--- config.mk ---
export PLATFORM = sky130hd
export DESIGN_NAME = mem_port_arbiter
export DESIGN_NICKNAME = d
export VERILOG_FILES = /design/src/rtl/mem_arb_pkg.sv /design/src/rtl/mem_arb_pick.sv /design/src/rtl/mem_port_arbiter.sv
export SDC_FILE = /design/constraint.sdc
export NUM_CORES = 1
export LEC_CHECK = 0
export BUFFER_PORTS_ARGS = -buffer_cell sky130_fd_sc_hd__buf_2
export CORE_MARGIN = 3
export CORE_UTILIZATION = 32
export DETAILED_ROUTE_END_ITERATION = 16
export PLACE_DENSITY_LB_ADDON = 0.15
export SYNTH_ARGS = -nofsm -noshare
export SYNTH_HDL_FRONTEND = slang
export SYNTH_SLANG_ARGS = --single-unit
--- constraint.sdc ---
create_clock -name clk -period 3.3 [get_ports clk]
set_input_delay 0.66 -clock clk [delete_from_list [all_inputs] [get_ports clk]]
set_output_delay 0.66 -clock clk [all_outputs]
set_load 0.005 [all_outputs]
--- src/rtl/mem_arb_pkg.sv ---
// mem_arb_pkg: shared owner/state encodings and latency counter width for the memory port arbiter
package mem_arb_pkg;
   typedef enum logic [1:0] {OWN_NONE = 2'd0, OWN_I = 2'd1, OWN_D = 2'd2} owner_t;
   typedef enum logic {ST_IDLE = 1'b0, ST_WAIT = 1'b1} state_t;
   localparam int LAT_CNT_W = 4;
endpackage

--- src/rtl/mem_arb_pick.sv ---
// mem_arb_pick: combinational winner select between fetch and data ports; ARB_ROUND_ROBIN_EN selects round-robin tie-break, else fixed D-over-I
module mem_arb_pick
   import mem_arb_pkg::*;
(
   input  logic   i_req,
   input  logic   d_req,
`ifdef ARB_ROUND_ROBIN_EN
   input  owner_t rr_last,
`endif
   output owner_t win
);
   // A lone request wins outright; only a tie consults the policy
   always_comb begin
`ifdef ARB_ROUND_ROBIN_EN
      win = (i_req && d_req) ? ((rr_last == OWN_D) ? OWN_I : OWN_D) :
            d_req ? OWN_D : i_req ? OWN_I : OWN_NONE;
`else
      win = d_req ? OWN_D : i_req ? OWN_I : OWN_NONE;
`endif
   end
endmodule

--- src/rtl/mem_port_arbiter.sv ---
// mem_port_arbiter: shares one single-port memory between fetch and data ports, one transaction outstanding; ARB_ROUND_ROBIN_EN enables round-robin ties
module mem_port_arbiter
   import mem_arb_pkg::*;
#(
   parameter int ADDR_W  = 16,
   parameter int DATA_W  = 16,
   parameter int MEM_LAT = 2
)(
   input  logic              clk,
   input  logic              reset,
   input  logic              i_req,
   input  logic [ADDR_W-1:0] i_addr,
   output logic              i_gnt,
   output logic              i_rvalid,
   output logic [DATA_W-1:0] i_rdata,
   input  logic              d_req,
   input  logic              d_we,
   input  logic [ADDR_W-1:0] d_addr,
   input  logic [DATA_W-1:0] d_wdata,
   output logic              d_gnt,
   output logic              d_rvalid,
   output logic [DATA_W-1:0] d_rdata,
   output logic              m_en,
   output logic              m_we,
   output logic [ADDR_W-1:0] m_addr,
   output logic [DATA_W-1:0] m_wdata,
   input  logic [DATA_W-1:0] m_rdata,
   output logic              busy
);
   state_t               state, state_nxt;
   owner_t               owner, owner_nxt, win;
   logic [LAT_CNT_W-1:0] lat_cnt, lat_cnt_nxt;
   logic                 wr, wr_nxt;
   logic                 grant, done;
`ifdef ARB_ROUND_ROBIN_EN
   owner_t               rr_last;
`endif

   mem_arb_pick u_pick (
      .i_req   (i_req),
      .d_req   (d_req),
`ifdef ARB_ROUND_ROBIN_EN
      .rr_last (rr_last),
`endif
      .win     (win)
   );

   // Transaction state: owner, remaining latency and whether it was a write
   always_ff @(posedge clk or posedge reset) begin
      if (reset) begin
         state   <= ST_IDLE;
         owner   <= OWN_NONE;
         lat_cnt <= '0;
         wr      <= 1'b0;
      end else begin
         state   <= state_nxt;
         owner   <= owner_nxt;
         lat_cnt <= lat_cnt_nxt;
         wr      <= wr_nxt;
      end
   end

`ifdef ARB_ROUND_ROBIN_EN
   // Remember the last granted port so the next tie goes to the other one
   always_ff @(posedge clk or posedge reset) begin
      if (reset) rr_last <= OWN_I;
      else if (grant) rr_last <= win;
   end
`endif

   // Grant only from IDLE; the rvalid cycle is still WAIT, so it never overlaps a grant
   always_comb begin
      grant       = !reset && state == ST_IDLE && win != OWN_NONE;
      done        = state == ST_WAIT && lat_cnt == '0;
      state_nxt   = grant ? ST_WAIT : done ? ST_IDLE : state;
      owner_nxt   = grant ? win : done ? OWN_NONE : owner;
      lat_cnt_nxt = grant ? LAT_CNT_W'(MEM_LAT - 1) :
                    (state == ST_WAIT && lat_cnt != '0) ? lat_cnt - LAT_CNT_W'(1) : lat_cnt;
      wr_nxt      = grant ? (win == OWN_D && d_we) : wr;
      i_gnt       = grant && win == OWN_I;
      d_gnt       = grant && win == OWN_D;
      m_en        = grant;
      m_we        = d_gnt && d_we;
      m_addr      = d_gnt ? d_addr : i_gnt ? i_addr : '0;
      m_wdata     = m_we ? d_wdata : '0;
      i_rvalid    = done && owner == OWN_I;
      d_rvalid    = done && owner == OWN_D;
      i_rdata     = i_rvalid ? m_rdata : '0;
      d_rdata     = (d_rvalid && !wr) ? m_rdata : '0;
      busy        = state == ST_WAIT;
   end
endmodule

==> results.md, run 1 <==
- Mapped Cells: approximately 110
- Vias: between 1000 and 1500
- Minimum clock period: roughly 2.8 ns
- Initial Util: 0.344
- Gpl congestion: slightly below 0.8
- Final #Nets: 320
- Setup TNS: 0 ns
- DRC Markers: 0
- Crit Path Class: flop to output port
- Area leader, netlist: and2_1
- CTS max path bufs: 2
- Initial DRC count: 34
- Post-route ant nets: 0
- Hold Path Class: primary input to asynchronous set/reset pin
- Worst reg2reg path depth: 5
- Largest net degree at the start of global routing: 36
- CTS H-tree lvls: 1
- Tot Pwr: approximately 0.65 mW
- Share of synthesized registers carrying an async set or reset: 1.00
- Critical Path Fanout Max: 16
- Cell with the most instances after synthesis: and2_1
- Pwr dens: between 300 and 400 nW/um2
- Ys flop type: dfrtp_1
- Leakage: between 1 and 1.5 nW
- Clk pin slew, worst setup/hold paths: ~0.06 ns
- CTS sink cnt: 8
- Syn Std Cell Area: roughly 1000 um2
- Final setup violation count: 0
- Die X: 61.2 um
- Status: finished clean
- Max Cap Viol: 0
- Fin. max-slew vios: 0
- Post-Syn Nets: between 150 and 200
- Drt total wl: ~3.6 mm
- Met2 Use GR: 0.311
- Synth top area cells: and2_1, dfrtp_1, and3_1, a22o_2, a22o_1
- Initial antenna violation count: 0
- Synth unique cells: 29
- Worst EP required: 2.64 ns
- Number of synthesized flops with an enable pin: 0
- First-pass GRT wire length: between 4 and 5 mm
- Synth warn: 0
- Worst slack, placed: 0.684 ns
- Mean Syn Cell Area: between 8 and 9 um2
- Max Freq: 362 MHz
- Die H: 61.2 um
- Remaining Overflow, GRT: 0
- Resized Gates After CTS: 0
- Area Overhead vs Synth: 74.2%
- Worst vdd ir: between 0.15 and 0.2 mV
- Vias in the first global route: 1117
- GR Util met3: 0.0231
- Post-DP HPWL: 3.09 mm
- Number of detailed-route iterations in the first pass: 3
- Slack of the critical path: around 0.54 ns
- Critical path arrival: 2.10 ns
- CTS root buffer: clkbuf_4
- Hold buffers post-CTS: 0
- Clock skew: around 0.0011 ns
- Grt met1 use: 0.174
- GRT Overall Usage: 0.166
- Nature of the critical path endpoint: output port
- Gr busiest metal: met2
- Post-synthesis register bit count: 8
- CP startpoint kind: flop
- Num CTS Buffers: 3
- # rows: 19
- IO buf count: about 140
- Core ar.: 2830 um2
- Final period util: 0.837
- DR WL/cell: roughly 13 um
- Unrepaired setup endpoints after global routing: no
- Slew headroom: 0.566
- Layout cell share with drive strength beyond 1: 0.649
- CTS tree: done
- Reg2reg end: lat_cnt[0]
- Post-synth top cells: and2_1, and3_1, a22o_1, a22o_2, dfrtp_1
- Worst-Skew Late Latency: between 0.2 and 0.3 ns
- Antenna Cells: 0
- Sequential area share after synthesis: 0.206
- Reg2reg start: lat_cnt[0]
- Finished Core Util: 0.599
- Io pins: 140
- Flop2flop setup slack: 1.61 ns
- Setup bufs post-CTS: 0
- Die area: 3740 um2
- Final hold vios: 0
- Drt via density: between 4 and 5
- Slew @ Worst Pin: about 0.65 ns
- Synth top area share: 0.212
==> power by group <==
group	total [mW]	internal [mW]	switching (mW)
clock network	0.0770	0.0418	0.0352
logic	0.379	0.211	0.168
registers	0.197	0.142	0.0552
total	0.653	0.395	0.259
==> layer usage <==
metal | up-vias | routed length, um
li1 | 674 | -
met1 | 574 | 1310
met2 | 82 | 1900
met3 | 8 | 331
met4 | 0 | 70
met5 | - | 0
==> sequential cells by signal, summed over array words and instances, names as in the netlist <==
name,count
busy,1
lat_cnt,4
owner,2
wr,1
==> placed cells by master (no fill, tap or decap), types with 4 or more instances in the layout <==
cell / count
and2_1: 33
inv_1: 4
a22o_1: 8
and3_1: 16
buf_2: 139
dfrtp_1: 8
a22o_2: 8
==> kinds of logic (layout without fill, tap and decap cells) <==
group                    count (synthesis)  after routing  synth area share
buffers and inverters                   11            147            0.0591
AND/OR/NAND/NOR                         66             66             0.490
adder cells (fa/ha/maj)                  1              1            0.0129
AO/OA/AOI/OAI                           23             23             0.201
multiplexers                             3              3            0.0321
flip-flops                               8              8             0.206
==> through the flow <==
stage               instances  area (um2)  hold slack, ns
floorplan                 112         973           0.476
CTS                       279        1700           0.365
finish                    279        1700           0.365
global route              279        1700           0.399
detailed placement        276        1670           0.528
global placement          276        1670           0.525
==> cell type report <==
type | count | area (um2)
fill | 291 | 1130
inverter | 4 | 15.0
multi-input combinational | 93 | 716
clock buffer | 3 | 22.5
timing repair buffer | 140 | 703
tap | 31 | 38.8
sequential | 8 | 200
==> critical path: stages (launching register included) <==
cell and delay [ns]:
dfrtp_1 0.37, inv_1 0.08, ha_1 0.28, nand4bb_4 0.20, nor4b_4 0.57, and2_1 0.22
buf_2 0.11
==> worst max path at each step <==
stage                     startpoint           to
final                     lat_cnt[0]   d_rdata[6]
after global routing      lat_cnt[0]  d_rdata[13]
after CTS                 lat_cnt[0]   d_rdata[6]
after detailed placement       reset    m_addr[5]
after global placement         reset    m_addr[5]
after floorplan                reset   m_addr[10]
(Power assumes the default switching activity.)
==> run 2, diff against run 1 <==
--- a/config.mk
+++ b/config.mk
@@ -5,9 +5,10 @@
 export SDC_FILE = /design/constraint.sdc
 export NUM_CORES = 1
 export LEC_CHECK = 0
+export ABC_AREA = 1
 export BUFFER_PORTS_ARGS = -buffer_cell sky130_fd_sc_hd__buf_2
 export CORE_MARGIN = 3
-export CORE_UTILIZATION = 32
+export CORE_UTILIZATION = 28
 export DETAILED_ROUTE_END_ITERATION = 16
 export PLACE_DENSITY_LB_ADDON = 0.15
 export SYNTH_ARGS = -nofsm -noshare
==> constraint.sdc (replaced) <==
create_clock -name clk -period 2.3 [get_ports clk]
set_input_delay 0.46 -clock clk [delete_from_list [all_inputs] [get_ports clk]]
set_output_delay 0.46 -clock clk [all_outputs]
set_load 0.005 [all_outputs]
==> results.md, run 2 <==
- Status: finished clean
- Worst-Skew Late Latency: 0.25 ns (about the same)
- Worst EP required: 1.84 ns (-0.80 ns)
- First-pass GRT wire length: 5.56 mm (+18%)
- CTS H-tree lvls: 1 (unchanged)
- Initial antenna violation count: 0 (unchanged)
- Area leader, netlist: nand2_1
- Fillers: 371 (+27%)
- Crit Path Class: flop to output port
- Unrepaired setup endpoints after global routing: yes
- Number of synthesized flops with an enable pin: 0 (unchanged)
- Max Cap Viol: 0 (unchanged)
- CP startpoint kind: flop
- Clock skew: 0.000388 ns (-0.000712 ns)
- Remaining Overflow, GRT: 0 (unchanged)
- Fin. max-slew vios: 0 (unchanged)
- Final #Nets: 402 (+26%)
- Area Overhead vs Synth: 72.8%
- CTS sink cnt: 8 (unchanged)
- Mean Syn Cell Area: 5.35 um2 (-38%)
- Largest net degree at the start of global routing: 19 (-47%)
- Most frequent cells in the layout: buf_2, nand2_1, inv_1
- Post-DP HPWL: 3.42 mm (+11%)
- # rows: 21 (+2)
- Drt total wl: 3.92 mm (+8.6%)
- Max Freq: between 400 and 500 MHz
- Slew headroom: 0.782 (+0.216)
- Syn Std Cell Area: 1020 um2 (+5.0%)
- Leakage: 1.36 nW (+19%)
- Cell with the most instances after synthesis: nand2_1
- Critical path arrival: 1.69 ns (-0.41 ns)
- Clk pin slew, worst setup/hold paths: 0.05 ns (about the same)
- CP cell instances: inv_1 > ha_2 > nand3_2 > inv_2 > nand3_4 > nor2_1 > buf_2
- Vias in the first global route: 1235 (+11%)
- Reg2reg end: lat_cnt[0]
- CP Capture Point: i_rdata[1]
- Synth unique cells: 20 (-31%)
- Post-synth top cells: nand2_1, inv_1, nor2_1
- Post-Syn Nets: 261 (+43%)
- Commonest non-fill, non-tap cell in the layout: buf_2
- Worst slack, placed: 0.387 ns (-0.296 ns)
- Mapped Cells: 191 (+71%)
- Flop2flop setup slack: 1.05 ns (-0.56 ns)
- Worst vdd ir: 0.344 mV (+77%)
- CP bufs+invs: 3 (+1)
- Initial DRC count: 43 (+26%)
- Final period util: 0.935
- Final hold vios: 0 (unchanged)
- GRT Overall Usage: 0.159 (-0.00708)
- Die X: 66.4 um (+8.6%)
- Slew @ Worst Pin: 0.326 ns (-0.323 ns)
- Post-synthesis register bit count: 8 (unchanged)
- Top Family by Delay on Critical Path: simple AND/OR/NAND/NOR gates
- Ys flop type: dfrtp_1
- Io pins: 140 (unchanged)
- Drt via density: 4.03 (-16%)
- Pwr dens: 545 nW/um2 (+41%)
- Max reg flops: 4 (unchanged)
- Core ar.: 3420 um2 (+21%)
- Die area: 4410 um2 (+18%)
- Worst reg2reg path depth: 7 (+2)
- Hold Path Class: primary input to asynchronous set/reset pin
- CTS max path bufs: 2 (unchanged)
- Antenna Cells: 0 (unchanged)
- Reg with most FFs: lat_cnt
- Nature of the critical path endpoint: output port
- Vias: 1516 (+13%)
- Layout cell share with drive strength beyond 1: 0.494 (-0.155)
- IO buf count: 139 (unchanged)
- Minimum clock period: roughly 2.2 ns
- Sequential area share after synthesis: 0.196 (-0.00982)
- DRC Markers: 0 (unchanged)
- Synth warn: 0 (unchanged)
- WHS: 0.167 ns (-0.197 ns)
- CP peak stage delay: 0.35 ns (-0.22 ns)
- CP Launch Point: lat_cnt[0]
- Initial Util: 0.299 (-0.0448)
- Synth top area share: 0.217 (+0.00456)
- Post-route ant nets: 0 (unchanged)
- Die H: 66.4 um (+8.6%)
- Critical Path Fanout Max: 17 (+1)
- DR WL/cell: 10.4 um (-19%)
- Share of synthesized registers carrying an async set or reset: 1.00 (unchanged)
- Reg2reg start: lat_cnt[0]
- Final setup violation count: 0 (unchanged)
- Gpl congestion: 0.813 (+2.7%)
- CTS tree: done
- Crit path max-delay cell type: dfrtp_1
- CTS root buffer: clkbuf_4
- Synth top area cells: nand2_1, dfrtp_1, inv_1, nor2_1, nor2_2
- Critical Path Stages: 7 (+1)
- Setup bufs post-CTS: 0 (unchanged)
- Slack of the critical path: 0.150 ns (-0.387 ns)
- Number of detailed-route iterations in the first pass: 4 (+1)
- Biggest regs: lat_cnt x4, owner x2
- Num CTS Buffers: 3 (unchanged)
[run 2: worst min-delay path by stage]
stage / slack (ns) / cells past startpoint / endpoint
6_report: 0.17 / 2 / busy
5_1_grt: 0.19 / 2 / busy
4_1_cts: 0.17 / 2 / owner[1]
3_5_place_dp: 0.45 / 2 / busy
3_3_place_gp: 0.44 / 2 / busy
2_1_floorplan: 0.28 / 1 / busy
[run 2: report_power, final]
group	internal (mW)	switching (mW)
Sequential	0.206	0.0610
Clock	0.0598	0.0496
Combinational	0.243	0.342
[run 2: per-layer routing]
layer	global-route usage	part of all wire	up-vias	wire, um
met5	0	0	-	0
met2	0.279	0.48	83	1860
met1	0.184	0.40	603	1570
met3	0.0561	0.12	4	459
li1	-	-	826	-
met4	0.0305	0.0074	0	29
[run 2: repair_timing]
item / CTS / global route
hold endpoints to repair: 0 / 0
endpoints found under the setup margin: 0 / 17
hold buffers: 0 / 0
gates resized for setup: 0 / 1
[run 2: metrics by stage]
step	instance area (um2)	instances	setup TNS, ns	utilization	power (mW)
finish	1770	376	0	0.517	0.962
global route	1770	376	-0.0703	0.517	1.07
CTS	1760	376	0	0.516	0.971
detailed placement	1740	373	0	0.510	0.858
global placement	1740	373	0	0.510	0.858
floorplan	1020	191	0	-	0.633
[run 2: cell families after synthesis]
family	count (synthesis)	share of synthesized area
buf+inv	51	0.217
flops	8	0.196
compound gates	7	0.0355
fa+ha+maj	1	0.0122
simple gates	124	0.540
[run 2: layout make-up]
cell class | instances | area, um2 | area share
well taps | 46 | 57.6 | 0.0326
inverters | 46 | 173 | 0.0977
multi-input cells | 132 | 603 | 0.341
flip-flops and latches | 8 | 200 | 0.113
clock buffers | 3 | 22.5 | 0.0127
repair buffers | 141 | 711 | 0.402
==> run 3, diff against run 2 <==
--- a/config.mk
+++ b/config.mk
@@ -5,10 +5,9 @@
 export SDC_FILE = /design/constraint.sdc
 export NUM_CORES = 1
 export LEC_CHECK = 0
-export ABC_AREA = 1
 export BUFFER_PORTS_ARGS = -buffer_cell sky130_fd_sc_hd__buf_2
 export CORE_MARGIN = 3
-export CORE_UTILIZATION = 28
+export CORE_UTILIZATION = 27
 export DETAILED_ROUTE_END_ITERATION = 16
 export PLACE_DENSITY_LB_ADDON = 0.15
 export SYNTH_ARGS = -nofsm -noshare
==> results.md, run 3 (synthesized netlist as in run 1, its figures left out) <==
- Die H: 66.0 um (-0.56%)
- Worst reg2reg path depth: 5 (-2)
- Initial DRC count: 16 (-63%)
- CP peak stage delay: 0.39 ns (+0.04 ns)
- Status: finished clean
- Worst-Skew Late Latency: 0.25 ns (about the same)
- Final hold vios: 0 (unchanged)
- Slew headroom: 0.686 (-0.0966)
- Met3 wire length: 458 um (-0.22%)
- Leakage: 1.18 nW (-13%)
- Reg with most FFs: lat_cnt
- Die area: 4360 um2 (-1.1%)
- Register area: 201 um2 (+0.62%)
- DR WL/cell: 11.8 um (+13%)
- # rows: 21 (unchanged)
- Biggest regs: lat_cnt x4, owner x2
- Max Cap Viol: 0 (unchanged)
- Number of detailed-route iterations in the first pass: 4 (unchanged)
- Top Family by Delay on Critical Path: simple AND/OR/NAND/NOR gates
- Num CTS Buffers: 3 (unchanged)
- Die X: 66.0 um (-0.56%)
- IO buf count: 139 (unchanged)
- Nature of the critical path endpoint: output port
- Drt via density: 4.64 (+15%)
- Flop2flop setup slack: 0.72 ns (-0.33 ns)
- Initial Util: 0.285 (-0.0143)
- Gpl congestion: 0.775 (-4.7%)
- Post-route ant nets: 0 (unchanged)
- Fillers: 342 (-7.8%)
- Multi-input logic area: 748 um2 (+24%)
- CTS root buffer: clkbuf_4
- Crit Path Class: flop to output port
- CP bufs+invs: 3 (unchanged)
- Final period util: 0.972 (+0.0374)
- Clk pin slew, worst setup/hold paths: 0.06 ns (about the same)
- Critical Path Fanout Max: 8 (-9)
- Vias: 1393 (-8.1%)
- Most frequent cells in the layout: buf_2, and2_1, and3_1
- Post-DP HPWL: 2.76 mm (-19%)
- CTS sink cnt: 8 (unchanged)
- Area Overhead vs Synth: 89.5%
- Reg2reg start: lat_cnt[0]
- DRC Markers: 0 (unchanged)
- CP cell instances: inv_2 > ha_4 > nand4bb_4 > nor4b_4 > buf_4 > and2_1 > buf_2
- Commonest non-fill, non-tap cell in the layout: buf_2
- WL met1: 1.28 mm (-18%)
- Core ar.: 3420 um2 (unchanged)
- Pwr dens: 552 nW/um2 (+1.2%)
- Layout cell share with drive strength beyond 1: 0.705 (+0.211)
- Tot Pwr: 1.02 mW (+5.7%)
- Slew @ Worst Pin: 0.467 ns (+0.140 ns)
- Final #Nets: 326 (-19%)
- Fin. max-slew vios: 0 (unchanged)
- Minimum clock period: 2.24 ns (+0.0859 ns)
- Critical path arrival: 1.78 ns (+0.09 ns)
- DR top layer: met4
- Final setup violation count: 0 (unchanged)
- Antenna Cells: 0 (unchanged)
- Finished Core Util: 0.540 (+0.0227)
- Initial antenna violation count: 0 (unchanged)
- Io pins: 140 (unchanged)
- GRT Overall Usage: 0.135 (-0.0235)
- Met2 WL: 1.77 mm (-5.2%)
- Worst vdd ir: 0.289 mV (-16%)
- Unrepaired setup endpoints after global routing: yes
- CTS max path bufs: 2 (unchanged)
- Vias in the first global route: 1102 (-11%)
- CP startpoint kind: flop
- Remaining Overflow, GRT: 0 (unchanged)
- Largest net degree at the start of global routing: 36 (+17)
- Max reg flops: 4 (unchanged)
- Crit path max-delay cell type: dfrtp_1
- Worst EP required: 1.84 ns (about the same)
- Drt total wl: 3.53 mm (-10%)
- Clock skew: 0.00768 ns (+0.00729 ns)
- First-pass GRT wire length: 4.76 mm (-14%)
- CTS H-tree lvls: 1 (unchanged)
- Reg2reg end: lat_cnt[0]
- CTS tree: done
- Max Freq: 447 MHz (-3.8%)
- Hold Path Class: primary input to asynchronous set/reset pin
run 3: changes by cell type in the layout (fill, tap and decap cells not counted), moves of 5 or more:
| cell | before | now |
|---|---|---|
| buf_6 | 0 | 9 |
| nor2_1 | 42 | 3 |
| inv_1 | 43 | 2 |
| buf_2 | 139 | 132 |
| and2_1 | 0 | 25 |
| and3_1 | 0 | 16 |
| a22o_1 | 0 | 8 |
| nor2_2 | 10 | 0 |
| and2_4 | 0 | 8 |
| a22o_2 | 0 | 8 |
| nand3_1 | 5 | 0 |
| nand2_1 | 59 | 3 |
run 3: worst max path at each step:
stage | startpoint | endpoint | slack [ns] | depth (start not counted)
after floorplan | lat_cnt[0] | d_rdata[10] | 0.36 | 6
after global placement | lat_cnt[0] | d_rdata[10] | 0.27 | 7
after detailed placement | lat_cnt[0] | d_rdata[3] | 0.23 | 7
after CTS | lat_cnt[0] | d_rdata[3] | 0.0009 | 7
after global routing | lat_cnt[0] | d_rdata[3] | -0.05 | 7
final | lat_cnt[0] | d_rdata[3] | 0.06 | 7
run 3: area by class of cell:
type,count,area share
inverter,4,0.00814
timing repair buffer,146,0.434
multi-input combinational,93,0.406
clock buffer,3,0.0122
sequential,8,0.109
tap,46,0.0312
run 3: power by group:
group	internal [mW]	switching (mW)	leakage, nW	total (mW)
registers	0.206	0.0864	0.0991	0.293
logic	0.362	0.259	1.07	0.621
clock network	0.0595	0.0442	0.0138	0.104
run 3: routing by layer:
layer / GRT usage / vias to the layer above
li1: - / 687
met1: 0.143 / 613
met2: 0.257 / 91
met3: 0.0323 / 2
met4: 0.0457 / 0
met5: 0 / -
run 3: timing repair:
action                                  4_1_cts  5_1_grt
hold buffers                                  0        0
endpoints found under the setup margin       32       48
setup buffers                                 0        2
resized for setup                             1       22
cloned                                        0        1
pin swaps                                     0        6
run 3: stage by stage:
step,hold WS [ns],cells,cell area (um2),setup TNS (ns),setup WS (ns)
global placement,0.448,294,1710,0,0.269
CTS,0.179,297,1740,0,0.000910
finish,0.172,300,1840,0,0.0639
detailed placement,0.450,294,1710,0,0.234
floorplan,0.276,112,973,0,0.359
global route,0.196,300,1840,-0.341,-0.0512
